<file path="src/rtl/mem_background_writer.sv">
// Rectangular fill engine for the background BRAM: walks a screen-space region at
// half resolution, clips it to the memory bounds and emits one write per pixel.
module mem_background_writer #(
    parameter int MEM_W = 320,
    parameter int MEM_H = 170,
    parameter int Y_OFS = 30
) (
    input  logic        clk,
    input  logic        rst_n,
    input  logic        req_valid,
    output logic        req_ready,
    input  logic [9:0]  req_x,
    input  logic [9:0]  req_y,
    input  logic [3:0]  req_w,
    input  logic [3:0]  req_h,
    input  logic [11:0] req_color,
    output logic        mem_we,
    input  logic        mem_gnt,
    output logic [15:0] mem_waddr,
    output logic [11:0] mem_wdata,
    output logic        busy,
    output logic        done
);

    localparam int AW = 20;
    localparam logic [15:0] MW_BITS = 16'(MEM_W);

    typedef enum logic [1:0] {IDLE, LOAD, WRITE, DONE} state_t;

    state_t                 state;
    logic [8:0]             x_r;
    logic [9:0]             y_r;
    logic [3:0]             w_r;
    logic [3:0]             h_r;
    logic [11:0]            color_r;
    logic [3:0]             cx;
    logic [3:0]             cy;
    logic signed [11:0]     my_cur;
    logic signed [AW-1:0]   row_base;

    logic                   accept;
    logic                   advance;
    logic                   last_col;
    logic                   last_pix;
    logic signed [10:0]     dy_s;
    logic signed [10:0]     my0_s;
    logic signed [11:0]     my0_e;
    logic signed [AW-1:0]   base0;
    logic                   ok0;
    logic [3:0]             nx;
    logic signed [11:0]     n_my;
    logic signed [AW-1:0]   n_base;
    logic signed [AW-1:0]   n_addr;
    logic                   n_ok;
    logic                   unused_x;

    // MEM_W * v built from shifted copies of v, one per set bit of MEM_W.
    function automatic logic signed [AW-1:0] mul_w(input logic signed [11:0] v);
        logic signed [AW-1:0] acc;
        logic signed [AW-1:0] ve;
        acc = '0;
        ve  = {{(AW-12){v[11]}}, v};
        for (int i = 0; i < 16; i++) begin
            if (MW_BITS[i]) acc = acc + (ve <<< i);
        end
        return acc;
    endfunction

    function automatic logic pix_ok(input logic [8:0] mx_base, input logic [3:0] col,
                                    input logic signed [11:0] my,
                                    input logic signed [AW-1:0] addr);
        int mx_i;
        int my_i;
        mx_i = int'(mx_base) + int'(col);
        my_i = int'(my);
        return (mx_i < MEM_W) && (my_i >= 0) && (my_i < MEM_H) &&
               !addr[AW-1] && (addr < AW'(MEM_W * MEM_H));
    endfunction

    assign req_ready = (state == IDLE) && rst_n;
    assign accept    = req_valid && req_ready;
    assign unused_x  = req_x[0];

    // Origin mapping: arithmetic shift floors negative rows above the memory.
    assign dy_s  = $signed({1'b0, y_r}) - 11'(Y_OFS);
    assign my0_s = dy_s >>> 1;
    assign my0_e = {my0_s[10], my0_s};
    assign base0 = {{(AW-9){1'b0}}, x_r} + mul_w(my0_e);
    assign ok0   = pix_ok(x_r, 4'd0, my0_e, base0);

    assign advance  = (state == WRITE) && (!mem_we || mem_gnt);
    assign last_col = (cx == w_r);
    assign last_pix = last_col && (cy == h_r);
    assign nx       = last_col ? 4'd0 : cx + 4'd1;
    assign n_my     = last_col ? my_cur + 12'sd1 : my_cur;
    assign n_base   = last_col ? row_base + AW'(MEM_W) : row_base;
    assign n_addr   = n_base + {{(AW-4){1'b0}}, nx};
    assign n_ok     = pix_ok(x_r, nx, n_my, n_addr);

    always_ff @(posedge clk or negedge rst_n) begin
        if (!rst_n) begin
            state     <= IDLE;
            mem_we    <= 1'b0;
            mem_waddr <= '0;
            mem_wdata <= '0;
            busy      <= 1'b0;
            done      <= 1'b0;
        end else begin
            case (state)
                IDLE: begin
                    done <= 1'b0;
                    if (accept) begin
                        state <= LOAD;
                        busy  <= 1'b1;
                    end
                end
                LOAD: begin
                    state     <= WRITE;
                    mem_we    <= ok0;
                    mem_waddr <= ok0 ? base0[15:0] : '0;
                    mem_wdata <= ok0 ? color_r : '0;
                end
                WRITE: begin
                    if (advance) begin
                        if (last_pix) begin
                            state     <= DONE;
                            done      <= 1'b1;
                            mem_we    <= 1'b0;
                            mem_waddr <= '0;
                            mem_wdata <= '0;
                        end else begin
                            mem_we    <= n_ok;
                            mem_waddr <= n_ok ? n_addr[15:0] : '0;
                            mem_wdata <= n_ok ? color_r : '0;
                        end
                    end
                end
                DONE: begin
                    state <= IDLE;
                    done  <= 1'b0;
                    busy  <= 1'b0;
                end
                default: state <= IDLE;
            endcase
        end
    end

    // Request fields and the pixel cursor; only meaningful while busy.
    always_ff @(posedge clk) begin
        if (accept) begin
            x_r     <= req_x[9:1];
            y_r     <= req_y;
            w_r     <= req_w;
            h_r     <= req_h;
            color_r <= req_color;
        end
        if (state == LOAD) begin
            cx       <= 4'd0;
            cy       <= 4'd0;
            row_base <= base0;
            my_cur   <= my0_e;
        end else if (advance && !last_pix) begin
            cx <= nx;
            if (last_col) begin
                cy       <= cy + 4'd1;
                row_base <= n_base;
                my_cur   <= n_my;
            end
        end
    end

endmodule

</file>
<file path="config.mk">
export PLATFORM = sky130hd
export DESIGN_NAME = mem_background_writer
export DESIGN_NICKNAME = d
export VERILOG_FILES = /design/src/rtl/mem_background_writer.sv
export SDC_FILE = /design/constraint.sdc
export NUM_CORES = 1
export LEC_CHECK = 0
export BUFFER_PORTS_ARGS = -buffer_cell sky130_fd_sc_hd__clkbuf_2
export CORE_ASPECT_RATIO = 0.8
export CORE_UTILIZATION = 60
export DETAILED_ROUTE_END_ITERATION = 10
export PLACE_DENSITY_LB_ADDON = 0.1
export SYNTH_ARGS = -nofsm -noshare
export SYNTH_HDL_FRONTEND = slang
export SYNTH_SLANG_ARGS = --single-unit
</file>
<file path="constraint.sdc">
create_clock -name clk -period 5.4 [get_ports clk]
set_input_delay 0.54 -clock clk [delete_from_list [all_inputs] [get_ports clk]]
set_output_delay 0.54 -clock clk [all_outputs]
set_load 0.03 [all_outputs]
</file>
### Yosys cells after proc, flatten, opt, wreduce, memory -nomap -nowiden

Cells that the tools add are included.

* register bits after elaboration: 112
* input port bits: 44

* muxes and demuxes: 31
* equality and inequality tests: 8
* add/sub/neg operators: 9
* reductions and logical operators: 31
* order comparisons: 8

Operator list (count)
* 12-bit 2-to-1 mux: 8
* 20-bit 2-to-1 mux: 4
* 16-bit 2-to-1 mux: 4
* 20-bit by 17-bit < comparator with 1-bit output, second input constant: 2
* 16-bit one-hot mux with 2 select lines: 1
* 12-bit one-hot mux with 2 select lines: 1
* 10-bit by 19-bit adder with 20-bit output: 1
* 20-bit by 10-bit adder with 20-bit output, second input constant: 1
* 20-bit by 4-bit adder with 20-bit output: 1
* 10-bit by 9-bit < comparator with 1-bit output, second input constant: 2
* 16-bit by 18-bit adder with 19-bit output: 1
* 1-bit logical AND: 13
* 12-bit by 2-bit adder with 12-bit output, second input constant: 1
* 12-bit by 1-bit >= comparator with 1-bit output, second input constant: 1
* 12-bit by 9-bit < comparator with 1-bit output, second input constant: 1
* 10-bit by 5-bit subtractor with 11-bit output, second input constant: 1
* 9-bit by 4-bit adder with 10-bit output: 1
* 10-bit by 1-bit >= comparator with 1-bit output, second input constant: 1
* 2-bit nonzero test: 5
* 9-bit < comparator, second input constant: 1
* 4-bit by 1-bit adder with 4-bit output, second input constant: 2
* 4-bit equality test: 2
* 2-bit one-hot mux with 4 select lines: 1
* 2-bit AND reduction: 4
* 12 further kinds: 27

### Depth between registers and ports, before layout

Gate-level depths: netlist of run 1.

* word-level depth: 12
* mapped depth: 18
* gate-level depth less buffers: 15

### Worst setup path before layout of run 1

No wires, ideal clock.

* path type: reg2reg
* start: register w_r[1]
* end: register mem_waddr[3]
* arrival time: 4.279 ns
* slack: 1.039 ns
* stages on the path, launching flop included: 16
* path buffers: 2
* cell sequence: edfxtp_1 -> xor2_1 -> nor4_1 -> clkbuf_1 -> nor2_1 -> ha_1 -> nor2b_1 -> o31ai_1 -> o22ai_1 -> a22oi_1 -> xnor2_1 -> o31a_1 -> o221ai_1 -> nand3_1 -> buf_2 -> o21ai_0

* longest elaborated chain between the ends: 12
* elaborated cells on any way between the ends: 20

Ends and longest elaborated chain
* start: declaration: RTL line 33 `logic [3:0] w_r;`
* start signal: assignment: RTL line 153 `w_r <= req_w;`
* 4-bit equality test *: RTL line 92 `assign last_col = (cx == w_r);`
* 4-bit 2-to-1 mux *: RTL line 94 `assign nx = last_col ? 4'd0 : cx + 4'd1;`
* via nx[2]: RTL line 50 `logic [3:0] nx;`
* parallel branches: the longest is 6 deep, another holds 20-bit by 4-bit adder with 20-bit output
* 16-bit 2-to-1 mux *: RTL line 133 `mem_waddr <= n_ok ? n_addr[15:0] : '0;`
* 16-bit 2-to-1 mux *: RTL line 125 `if (last_pix) begin`
* 16-bit 2-to-1 mux *: RTL line 124 `if (advance) begin`
* 16-bit one-hot mux with 2 select lines *: RTL line 109 `case (state)`
* end signal: assignment: RTL line 120 `mem_waddr <= ok0 ? base0[15:0] : '0;`
* end signal: assignment: RTL line 133
* end: declaration: RTL line 19 `output logic [15:0] mem_waddr,`

Mark *: on every way through the listed nets, which the timed path passes. The select of a mux whose other input is x is not followed.
A chain may end at the register's enable or synchronous reset.

### Final worst setup path of run 1

* start: register y_r[1]
* end: register mem_waddr[13]

* longest elaborated chain between the ends: 8
* elaborated cells on any way between the ends: 13

Ends and longest elaborated chain
* start: declaration: RTL line 32 `logic [9:0] y_r;`
* start signal: assignment: RTL line 152 `y_r <= req_y;`
* 10-bit by 5-bit subtractor with 11-bit output *: RTL line 85 `assign dy_s = $signed({1'b0, y_r}) - 11'(Y_OFS);`
* parallel branches: the longest is 5 deep, another holds 10-bit by 19-bit adder with 20-bit output
* 16-bit 2-to-1 mux *: RTL line 120
* 16-bit one-hot mux with 2 select lines *: RTL line 109

Mark *: on every way between the ends.

==> results of run 1 <==
-- metal layers --
layer | vias up | track usage, %
met3 | 21 | 4.614
met2 | 178 | 46.46
met1 | 2696 | 41.11
met4 | 0 | 8.547
met5 | - | 0
li1 | 2729 | -
-- final timing paths --
| kind | cells after the start | start | end |
|---|---|---|---|
| hold reg to reg | 2 | mem_waddr[1]$_DFFE_PN0P_ | mem_waddr[1]$_DFFE_PN0P_ |
| hold / removal | 2 | rst_n | mem_wdata[1]$_DFFE_PN0P_ |
| setup reg to reg | 14 | y_r[1]$_DFFE_PP_ | mem_waddr[13]$_DFFE_PN0P_ |
| min in group clk | 1 | req_color[8] | color_r[8]$_DFFE_PP_ |
| max in group asynchronous | 2 | rst_n | mem_wdata[9]$_DFFE_PN0P_ |
| setup / recovery | 14 | y_r[1]$_DFFE_PP_ | mem_waddr[13]$_DFFE_PN0P_ |
-- power groups by stage --
stage / logic (mW) / registers (mW) / clock network, mW
after floorplan: 1.40 / 1.52 / 0
after global placement: 1.91 / 1.48 / 0
after detailed placement: 2.00 / 1.49 / 0
after CTS: 2.01 / 1.47 / 0.712
after global routing: 2.24 / 1.52 / 0.744
final: 2.02 / 1.48 / 0.700
-- cell usage in the layout (no fill, tap or decap), types with 7 or more instances in the layout --
| master | netlist | routed |
|---|---|---|
| a21o_1 | 8 | 8 |
| a21oi_1 | 50 | 50 |
| a31oi_1 | 7 | 7 |
| and2_1 | 13 | 13 |
| and3_1 | 15 | 15 |
| buf_4 | 0 | 10 |
| clkbuf_16 | 0 | 10 |
| clkbuf_2 | 0 | 73 |
| dfrtp_1 | 33 | 33 |
| dfxtp_1 | 8 | 8 |
| edfxtp_1 | 70 | 70 |
| ha_1 | 36 | 35 |
| inv_1 | 28 | 28 |
| mux2i_1 | 12 | 12 |
| nand2_1 | 76 | 76 |
| nand3_1 | 16 | 16 |
| nand4_1 | 13 | 13 |
| nor2_1 | 51 | 51 |
| nor2b_1 | 12 | 12 |
| nor3_1 | 10 | 10 |
| o21ai_0 | 50 | 50 |
| or4_1 | 8 | 8 |
| xnor2_1 | 40 | 40 |
| xor2_1 | 22 | 22 |
-- sequential cells by signal, indices dropped and copies added, names as in the netlist, 9 cells and up --
name / flops
row_base: 20
mem_waddr: 16
color_r: 12
mem_wdata: 12
my_cur: 12
x_r: 9
y_r: 9
-- logic make-up after synthesis --
family | Yosys count
xor gates and xnor gates | 62
and+or+nand+nor | 246
DFF | 111
adders and majority gates | 39
muxes | 16
AOI/OAI and AO/OA | 178
buffers and inverters | 58
-- critical path: cells and delay by family, from the launching register on --
kind                     cells  cell delay, ns
AO/OA/AOI/OAI                8            2.04
adder cells (fa/ha/maj)      3            1.30
flip-flops                   1            0.49
XOR/XNOR                     1            0.35
buffers and inverters        1            0.26
AND/OR/NAND/NOR              1            0.20
-- area by class of cell --
| class | instances | share of cell area [%] |
|---|---|---|
| well taps | 144 | 2.327 |
| clock buffers | 10 | 3.233 |
| inverters | 28 | 1.358 |
| flip-flops and latches | 111 | 39.89 |
| clock inverters | 6 | 0.9213 |
| repair buffers | 83 | 5.689 |
| multi-input cells | 541 | 46.58 |
-- per-stage QoR --
stage	hold WS [ns]	setup WS [ns]	total power [mW]	area, sq um	utilization, %
CTS	0.2194	0.7506	4.194	7741	70.26
floorplan	0.2444	1.039	2.920	6903	-
global placement	0.4663	0.9627	3.387	7420	67.34
detailed placement	0.4842	0.8150	3.488	7420	67.34
global route	0.2410	0.4194	4.496	7741	70.26
finish	0.2080	0.6589	4.202	7741	70.26
==> run_results.csv, run 1 <==
group,metric,value,unit
hold_path,hold_class,"in -> async",
final_layout,regArea,3088,sq um
sta,fin_skew,0.007585,ns
synthesis,synth-seq-cells,111,
pwr,pwr-share-clk,16.7,%
synthesis,syn_nets,793,
synthesis,synthTopCellsByArea,"edfxtp_1 30%, dfrtp_1 12%, ha_1 6.5%, xnor2_1 5.1%, nand2_1 4.1%",
route,m1WireLength,7.789,mm
clock_tree,tritoncts,"built",
route,drtPass1Iterations,5,
synthesis,yosys.area_share.adder,7.395,%
final_layout,multi_input_area,3606,sq um
route,vias,5624,
synthesis,yosys.area_share.simple,17.73,%
sta,final-setup-viol-count,0,
placement,gp_congestion,0.9034,
status,status,"completed",
route,drt_iter0_drc,460,
clock_tree,cts-root-buf,"clkbuf_16",
critical_path,slowest_stage,"a311oi_1",
floorplanning,die_h,97.94,um
clock_tree,numCtsBuffers,9,
floorplanning,start_util,62.65,%
final_layout,num_antenna_cells,0,
final_layout,nets,857,
synthesis,synth_top_area_share,30.45,%
synthesis,syn-cell-area,6903,sq um
pwr,switching_power,1.906,mW
grt,antenna_found_initial,0,
critical_path,critPathKind,"reg -> reg",
pwr,p_int,2.295,mW
route,topRoutingLayerUsed,"met4",
pwr,irDropWorstVdd,0.4908,mV
route,wl_met2,7.686,mm
clock_tree,cts.sinks,111,
final_layout,nFillCells,849,
route,routedWlPerCell,17.96,um
synthesis,ys_warn_count,0,
placement,dp.cells,907,
pwr,swShare,45.37,%
final_layout,area_growth,12.14,%
pwr,pwr-share-comb,48.1,%
grt,grt_max_degree,69,
grt,grt_pass1_wl,27.12,mm
route,wl,16.58,mm
route,route.detailed.drc,0,
grt,overflow,0,
synthesis,synth_area_per_cell,9.722,sq um
clock_tree,htree_levels,3,
synthesis,muxShareOfSynthArea,2.393,%
critical_path,start_kind,"register",
critical_path,crit_top_cell,"o21ai_0",
route,ant_nets,0,
final_layout,drive_gt1_share,15.02,%
floorplanning,die_area,11940,sq um
sta,slew_violations,0,
final_layout,final_cells,923,
sta,period_needed,4.741,ns
critical_path,max_stage_delay,0.61,ns
critical_path,worstPathRequired,5.66,ns
grt,grt_pass1_vias,5521,
synthesis,async_reset_ff_share,29.73,%
grt,grt_use_total,29.19,%
sta,max_freq,210.9,MHz
floorplanning,coreArea,11020,sq um
floorplanning,die_x,121.9,um
synthesis,synth_compound_area_share,16.59,%
clock_tree,clockBufferDepth,2,
synthesis,synth_common_cells,"76 x nand2_1, 70 x edfxtp_1, 51 x nor2_1",
synthesis,synth.most_common_cell,"nand2_1",
critical_path,rrSetupSlack,0.66,ns
clock_tree,clkTransAtPathRegs,0.08,ns
floorplanning,num_rows,34,
sta,tns,0,ns
critical_path,critPathMaxFanout,17,
placement,hpwl,12.24,mm
synthesis,synth_top_area_cell,"edfxtp_1",
critical_path,path_cells,"ha_1, xor2_1, fa_1, fa_1, a21o_1, a21oi_1, o21ai_0, a311oi_1, o21ai_0, a311oi_2, buf_4, nor2b_1, a31oi_1, o21ai_0",
synthesis,synth_top_family_by_area,"simple AND/OR/NAND/NOR gates",
sta,rsz0062_at_grt,"false",
floorplanning,top_level_ports,76,
route,wl_met3,847,um
synthesis,synth_edf_count,70,
synthesis,post_synth_xor_area_fraction,7.867,%
critical_path,arrival,5.00,ns
sta,fin_crit_sh,87.80,%
job,drv_cap,0,
clock_tree,cts.repair.resized,0,
synthesis,ys_seq_area_share,44.73,%
clock_tree,cts_setup_buffers,0,
critical_path,crit_path_end_kind,"register",
sta,hold_violations,0,
synthesis,synth_cells,710,
clock_tree,hold_buffers,0,
sta,relSlewSlack,46.82,%
route,vias_per_cell,6.093,
synthesis,synth_ff_type,"edfxtp_1",
pwr,seqPwrFrac,35.3,%
sta,tightest_slew,0.7904,ns
clock_tree,insertion_delay,0.36,ns
pwr,power.density,542.8,nW/um^2
placement,port_buffers,73,
synthesis,synth_cell_types,60,
pwr,leakage,3.247,nW
(Power assumes the default switching activity.)
==> run 2: changes to the inputs <==
--- a/config.mk
+++ b/config.mk
@@ -6,8 +6,10 @@
 export NUM_CORES = 1
 export LEC_CHECK = 0
 export BUFFER_PORTS_ARGS = -buffer_cell sky130_fd_sc_hd__clkbuf_2
+export CELL_PAD_IN_SITES_DETAIL_PLACEMENT = 1
+export CELL_PAD_IN_SITES_GLOBAL_PLACEMENT = 1
 export CORE_ASPECT_RATIO = 0.8
-export CORE_UTILIZATION = 60
+export CORE_UTILIZATION = 46
 export DETAILED_ROUTE_END_ITERATION = 10
 export PLACE_DENSITY_LB_ADDON = 0.1
 export SYNTH_ARGS = -nofsm -noshare
==> run_results.csv, run 2 (same netlist as run 1, synthesis figures left out) <==
group,metric,value,unit
status,status,"finished with violations",
status,violations,"DRC",
final_layout,nets,860,
route,vias_per_cell,5.869,
sta,rsz0062_at_grt,"false",
sta,tightest_slew,0.7875,ns
critical_path,start_kind,"register",
pwr,p_int,2.330,mW
critical_path,path_delay_family,"simple AND/OR/NAND/NOR gates",
placement,dp.cells,950,
floorplanning,num_rows,39,
clock_tree,htree_levels,3,
critical_path,worstReg2RegEnd,"mem_wdata[1]$_DFFE_PN0P_",
route,ant_nets,0,
floorplanning,top_level_ports,76,
grt,grt_use_total,25.80,%
clock_tree,clockBufferDepth,2,
pwr,pwr-share-clk,16.9,%
route,wl,19.24,mm
clock_tree,hold_buffers,0,
sta,timing.hold.ws,0.2191,ns
floorplanning,start_util,47.79,%
sta,relSlewSlack,47.49,%
critical_path,reg2reg_from,"cx[0]$_SDFFE_PP0P_",
sta,period_needed,4.697,ns
floorplanning,die_h,111.6,um
pwr,leakage,3.267,nW
clock_tree,cts.sinks,111,
critical_path,critPathKind,"reg -> reg",
final_layout,mostFrequentLayoutCells,"76 x nand2_1, 73 x clkbuf_2, 70 x edfxtp_1",
route,route.detailed.drc,1,
pwr,switching_power,2.000,mW
grt,overflow,0,
hold_path,hold_class,"in -> async",
job,drv_cap,0,
final_layout,area_growth,13.32,%
pwr,seqPwrFrac,34.7,%
final_layout,multi_input_area,3606,sq um
sta,final-setup-viol-count,0,
final_layout,layout_commonest_cell,"nand2_1",
clock_tree,cts_setup_buffers,0,
critical_path,max_stage_delay,0.58,ns
floorplanning,coreArea,14440,sq um
sta,max_freq,212.9,MHz
critical_path,path_cells,"xor2_1, or4_1, nand2_1, fa_1, nor2b_1, o31ai_1, buf_4, a21oi_1, nand4_1, mux2_2, o211a_4, a211oi_4, buf_4, a21oi_1",
clock_tree,insertion_delay,0.36,ns
placement,post-place-ws,0.8205,ns
sta,hold_violations,0,
placement,gp_congestion,0.8712,
critical_path,critPathMaxFanout,17,
pwr,power.density,553.4,nW/um^2
pwr,irDropWorstVdd,0.2814,mV
route,vias,5669,
clock_tree,numCtsBuffers,9,
final_layout,largest_register_ffs,20,
final_layout,final_cells,966,
placement,port_buffers,73,
critical_path,reg2reg_depth,14,
pwr,pwr-share-comb,48.4,%
final_layout,regArea,3088,sq um
final_layout,largest_register,"row_base",
critical_path,crit_path_end_kind,"register",
pwr,swShare,46.19,%
final_layout,num_antenna_cells,0,
final_layout,nFillCells,1655,
critical_path,worstPathRequired,5.65,ns
sta,fin_skew,0.008952,ns
clock_tree,cts-root-buf,"clkbuf_16",
route,routedWlPerCell,19.92,um
final_layout,reg_top3,"row_base: 20 flops, mem_waddr: 16 flops",
grt,grt_pass1_wl,31.17,mm
sta,slew_violations,0,
grt,grt_max_degree,48,
placement,hpwl,14.45,mm
critical_path,slowest_stage,"or4_1",
critical_path,arrival,4.94,ns
route,drt_iter0_drc,390,
critical_path,crit_buf_inv,2,
sta,fin_crit_sh,86.98,%
clock_tree,clkTransAtPathRegs,0.09,ns
route,drtPass1Iterations,7,
floorplanning,die_area,15500,sq um
grt,grt_pass1_vias,5896,
grt,antenna_found_initial,0,
sta,tns,0,ns
clock_tree,tritoncts,"built",
floorplanning,die_x,139.0,um
sta,timing.final.ws_setup,0.7032,ns
clock_tree,cts.repair.resized,0,
critical_path,rrSetupSlack,0.70,ns
final_layout,drive_gt1_share,15.35,%
## run 2: worst max-delay path by stage
| stage | startpoint | endpoint | cells after the start | slack, ns |
|---|---|---|---|---|
| after detailed placement | cx[0]$_SDFFE_PP0P_ | mem_wdata[4]$_DFFE_PN0P_ | 14 | 0.82 |
| after CTS | cx[0]$_SDFFE_PP0P_ | mem_wdata[1]$_DFFE_PN0P_ | 14 | 0.73 |
| final | cx[0]$_SDFFE_PP0P_ | mem_wdata[1]$_DFFE_PN0P_ | 14 | 0.70 |
| after global routing | cx[0]$_SDFFE_PP0P_ | mem_wdata[1]$_DFFE_PN0P_ | 14 | 0.41 |
| after global placement | cx[0]$_SDFFE_PP0P_ | mem_we$_DFFE_PN0P_ | 14 | 0.96 |
| after floorplan | w_r[1]$_DFFE_PP_ | mem_waddr[3]$_DFFE_PN0P_ | 15 | 1.04 |
## run 2: area by class of cell
type | count | area share, %
clock inverter | 7 | 1.344
inverter | 28 | 1.344
tap | 184 | 2.943
sequential | 111 | 39.48
clock buffer | 9 | 2.879
multi-input combinational | 541 | 46.10
timing repair buffer | 86 | 5.918
## run 2: power groups by stage
stage / Clock (mW) / Sequential (mW) / Combinational (mW)
6_report: 0.733 / 1.50 / 2.10
5_1_grt: 0.776 / 1.53 / 2.31
4_1_cts: 0.746 / 1.50 / 2.10
3_5_place_dp: 0 / 1.51 / 2.07
3_3_place_gp: 0 / 1.49 / 1.98
2_1_floorplan: 0 / 1.52 / 1.40
## run 2: stage by stage
step | total power [mW] | area [sq um] | utilization (%)
after floorplan | 2.920 | 6903 | -
after global placement | 3.467 | 7492 | 51.87
after detailed placement | 3.583 | 7492 | 51.87
after CTS | 4.339 | 7823 | 54.16
after global routing | 4.613 | 7823 | 54.16
final | 4.329 | 7823 | 54.16
## run 2: routing by layer
metal	part of all wire, %	GRT usage (%)	up-vias
met1	46	34.60	2808
met2	49	43.37	122
met5	0	0	-
li1	-	-	2723
met4	1.0	7.111	0
met3	4.1	4.172	16
==> run 3: changes to the inputs <==
==> constraint.sdc (replaced) <==
create_clock -name clk -period 5.4 [get_ports clk]
set_input_delay 0.27 -clock clk [delete_from_list [all_inputs] [get_ports clk]]
set_output_delay 0.27 -clock clk [all_outputs]
set_load 0.03 [all_outputs]
==> run_results.csv, run 3 (same netlist as run 1, synthesis figures left out) <==
group,metric,value,unit
final_layout,num_antenna_cells,0,
final_layout,drive_gt1_share,15.33,%
job,drv_cap,0,
pwr,irDropWorstVdd,0.3126,mV
clock_tree,clockBufferDepth,2,
hold_path,holdPathStages,1,
final_layout,reg_top3,"row_base: 20 flops, mem_waddr: 16 flops",
clock_tree,tritoncts,"built",
floorplanning,die_h,111.6,um
floorplanning,die_x,139.0,um
critical_path,crit_path_end_kind,"register",
status,status,"finished with violations",
final_layout,area_growth,13.63,%
clock_tree,cts_setup_buffers,0,
floorplanning,coreArea,14440,sq um
route,drt_iter0_drc,412,
placement,hpwl,14.63,mm
floorplanning,die_area,15500,sq um
final_layout,nets,861,
route,wl,19.53,mm
final_layout,largest_register,"row_base",
critical_path,critPathKind,"reg -> reg",
final_layout,layout_commonest_cell,"nand2_1",
floorplanning,top_level_ports,76,
route,routedWlPerCell,20.19,um
route,vias_per_cell,5.897,
placement,dp.cells,950,
hold_path,hold_path_end,"color_r[6]$_DFFE_PP_",
critical_path,worstReg2RegEnd,"mem_wdata[5]$_DFFE_PN0P_",
final_layout,mostFrequentLayoutCells,"76 x nand2_1, 73 x clkbuf_2, 70 x edfxtp_1",
grt,grt_use_total,26.29,%
critical_path,path_delay_family,"compound AO/OA/AOI/OAI gates",
grt,grt_pass1_wl,31.70,mm
sta,hold_violations,0,
sta,rsz0062_at_grt,"false",
sta,tightest_slew,0.8881,ns
placement,gp_congestion,0.8562,
clock_tree,insertion_delay,0.36,ns
hold_path,hold_start,"req_color[6]",
clock_tree,cts.sinks,111,
pwr,leakage,3.278,nW
route,vias,5702,
sta,fin_skew,0.01032,ns
critical_path,slowest_stage,"fa_1",
critical_path,max_stage_delay,0.51,ns
final_layout,largest_register_ffs,20,
sta,final-setup-viol-count,0,
floorplanning,num_rows,39,
critical_path,arrival,4.71,ns
clock_tree,clkTransAtPathRegs,0.08,ns
clock_tree,hold_buffers,1,
sta,max_freq,224.0,MHz
grt,grt_max_degree,68,
critical_path,reg2reg_from,"cx[0]$_SDFFE_PP0P_",
clock_tree,numCtsBuffers,9,
critical_path,worstPathRequired,5.64,ns
clock_tree,cts-root-buf,"clkbuf_16",
status,violations,"DRC",
critical_path,critPathMaxFanout,13,
critical_path,rrSetupSlack,0.94,ns
route,route.detailed.drc,1,
floorplanning,start_util,47.79,%
placement,port_buffers,73,
route,drtPass1Iterations,7,
pwr,power.density,554.3,nW/um^2
grt,antenna_found_initial,0,
sta,relSlewSlack,40.79,%
clock_tree,cts.repair.resized,0,
sta,fin_crit_sh,82.68,%
critical_path,crit_buf_inv,2,
critical_path,path_cells,"xor2_1, or4_1, nand2_1, fa_1, nor2b_1, o31ai_1, buf_4, a21oi_1, nand4_1, mux2_2, o211a_4, a211oi_4, buf_4, a21oi_1",
critical_path,start_kind,"register",
hold_path,hold_class,"in -> reg",
final_layout,final_cells,967,
critical_path,reg2reg_depth,14,
sta,slew_violations,0,
grt,overflow,0,
grt,grt_pass1_vias,6039,
clock_tree,htree_levels,3,
sta,tns,0,ns
sta,period_needed,4.464,ns
route,ant_nets,0,
run 3: cell count changes in the layout (fill, tap and decap cells not counted):
| cell | delta |
|---|---|
| clkbuf_16 | +1 |
| clkbuf_8 | +1 |
| clkinv_8 | -1 |
| dlygate4sd3_1 | +1 |
| inv_12 | -1 |
| inv_4 | -1 |
| inv_8 | +1 |
run 3: area by class of cell:
class	count	area, sq um
repair buffers	87	473.0
multi-input cells	541	3606
flip-flops and latches	111	3088
fillers	1656	6600
clock buffers	11	264.0
inverters	28	105.1
clock inverters	5	77.57
well taps	184	230.2
run 3: per-layer routing:
layer | vias up | global-route usage [%] | wire, um | share of wire (%)
met5 | - | 0 | 0 | 0
met4 | 0 | 6.741 | 278 | 1.4
met3 | 20 | 4.559 | 750 | 3.8
met2 | 131 | 44.68 | 9330 | 48
met1 | 2819 | 34.86 | 9166 | 47
li1 | 2732 | - | - | -
run 3: per-stage QoR:
step	power, mW	area [sq um]	setup slack, ns	util, %	hold WS, ns
3_3_place_gp	3.451	7492	1.050	51.87	0.3321
4_1_cts	4.355	7844	0.9426	54.31	0.06868
3_5_place_dp	3.580	7492	0.9757	51.87	0.3472
6_report	4.348	7844	0.9355	54.31	0.07941
2_1_floorplan	2.920	6903	1.039	-	-0.02559
5_1_grt	4.618	7844	0.6557	54.31	0.06728
run 3: worst max path at each step:
stage	to	slack, ns	cells past startpoint	from
5_1_grt	mem_waddr[13]$_DFFE_PN0P_	0.66	16	y_r[1]$_DFFE_PP_
6_report	mem_wdata[5]$_DFFE_PN0P_	0.94	14	cx[0]$_SDFFE_PP0P_
4_1_cts	mem_wdata[5]$_DFFE_PN0P_	0.94	14	cx[0]$_SDFFE_PP0P_
3_5_place_dp	mem_wdata[5]$_DFFE_PN0P_	0.98	14	cx[0]$_SDFFE_PP0P_
2_1_floorplan	mem_waddr[3]$_DFFE_PN0P_	1.04	15	w_r[1]$_DFFE_PP_
3_3_place_gp	mem_we$_DFFE_PN0P_	1.05	14	cx[0]$_SDFFE_PP0P_
run 3: power breakdown:
part | switching (mW) | internal [mW] | total [mW]
Combinational | 1.38 | 0.716 | 2.09
Clock | 0.342 | 0.414 | 0.756
Sequential | 0.264 | 1.23 | 1.50
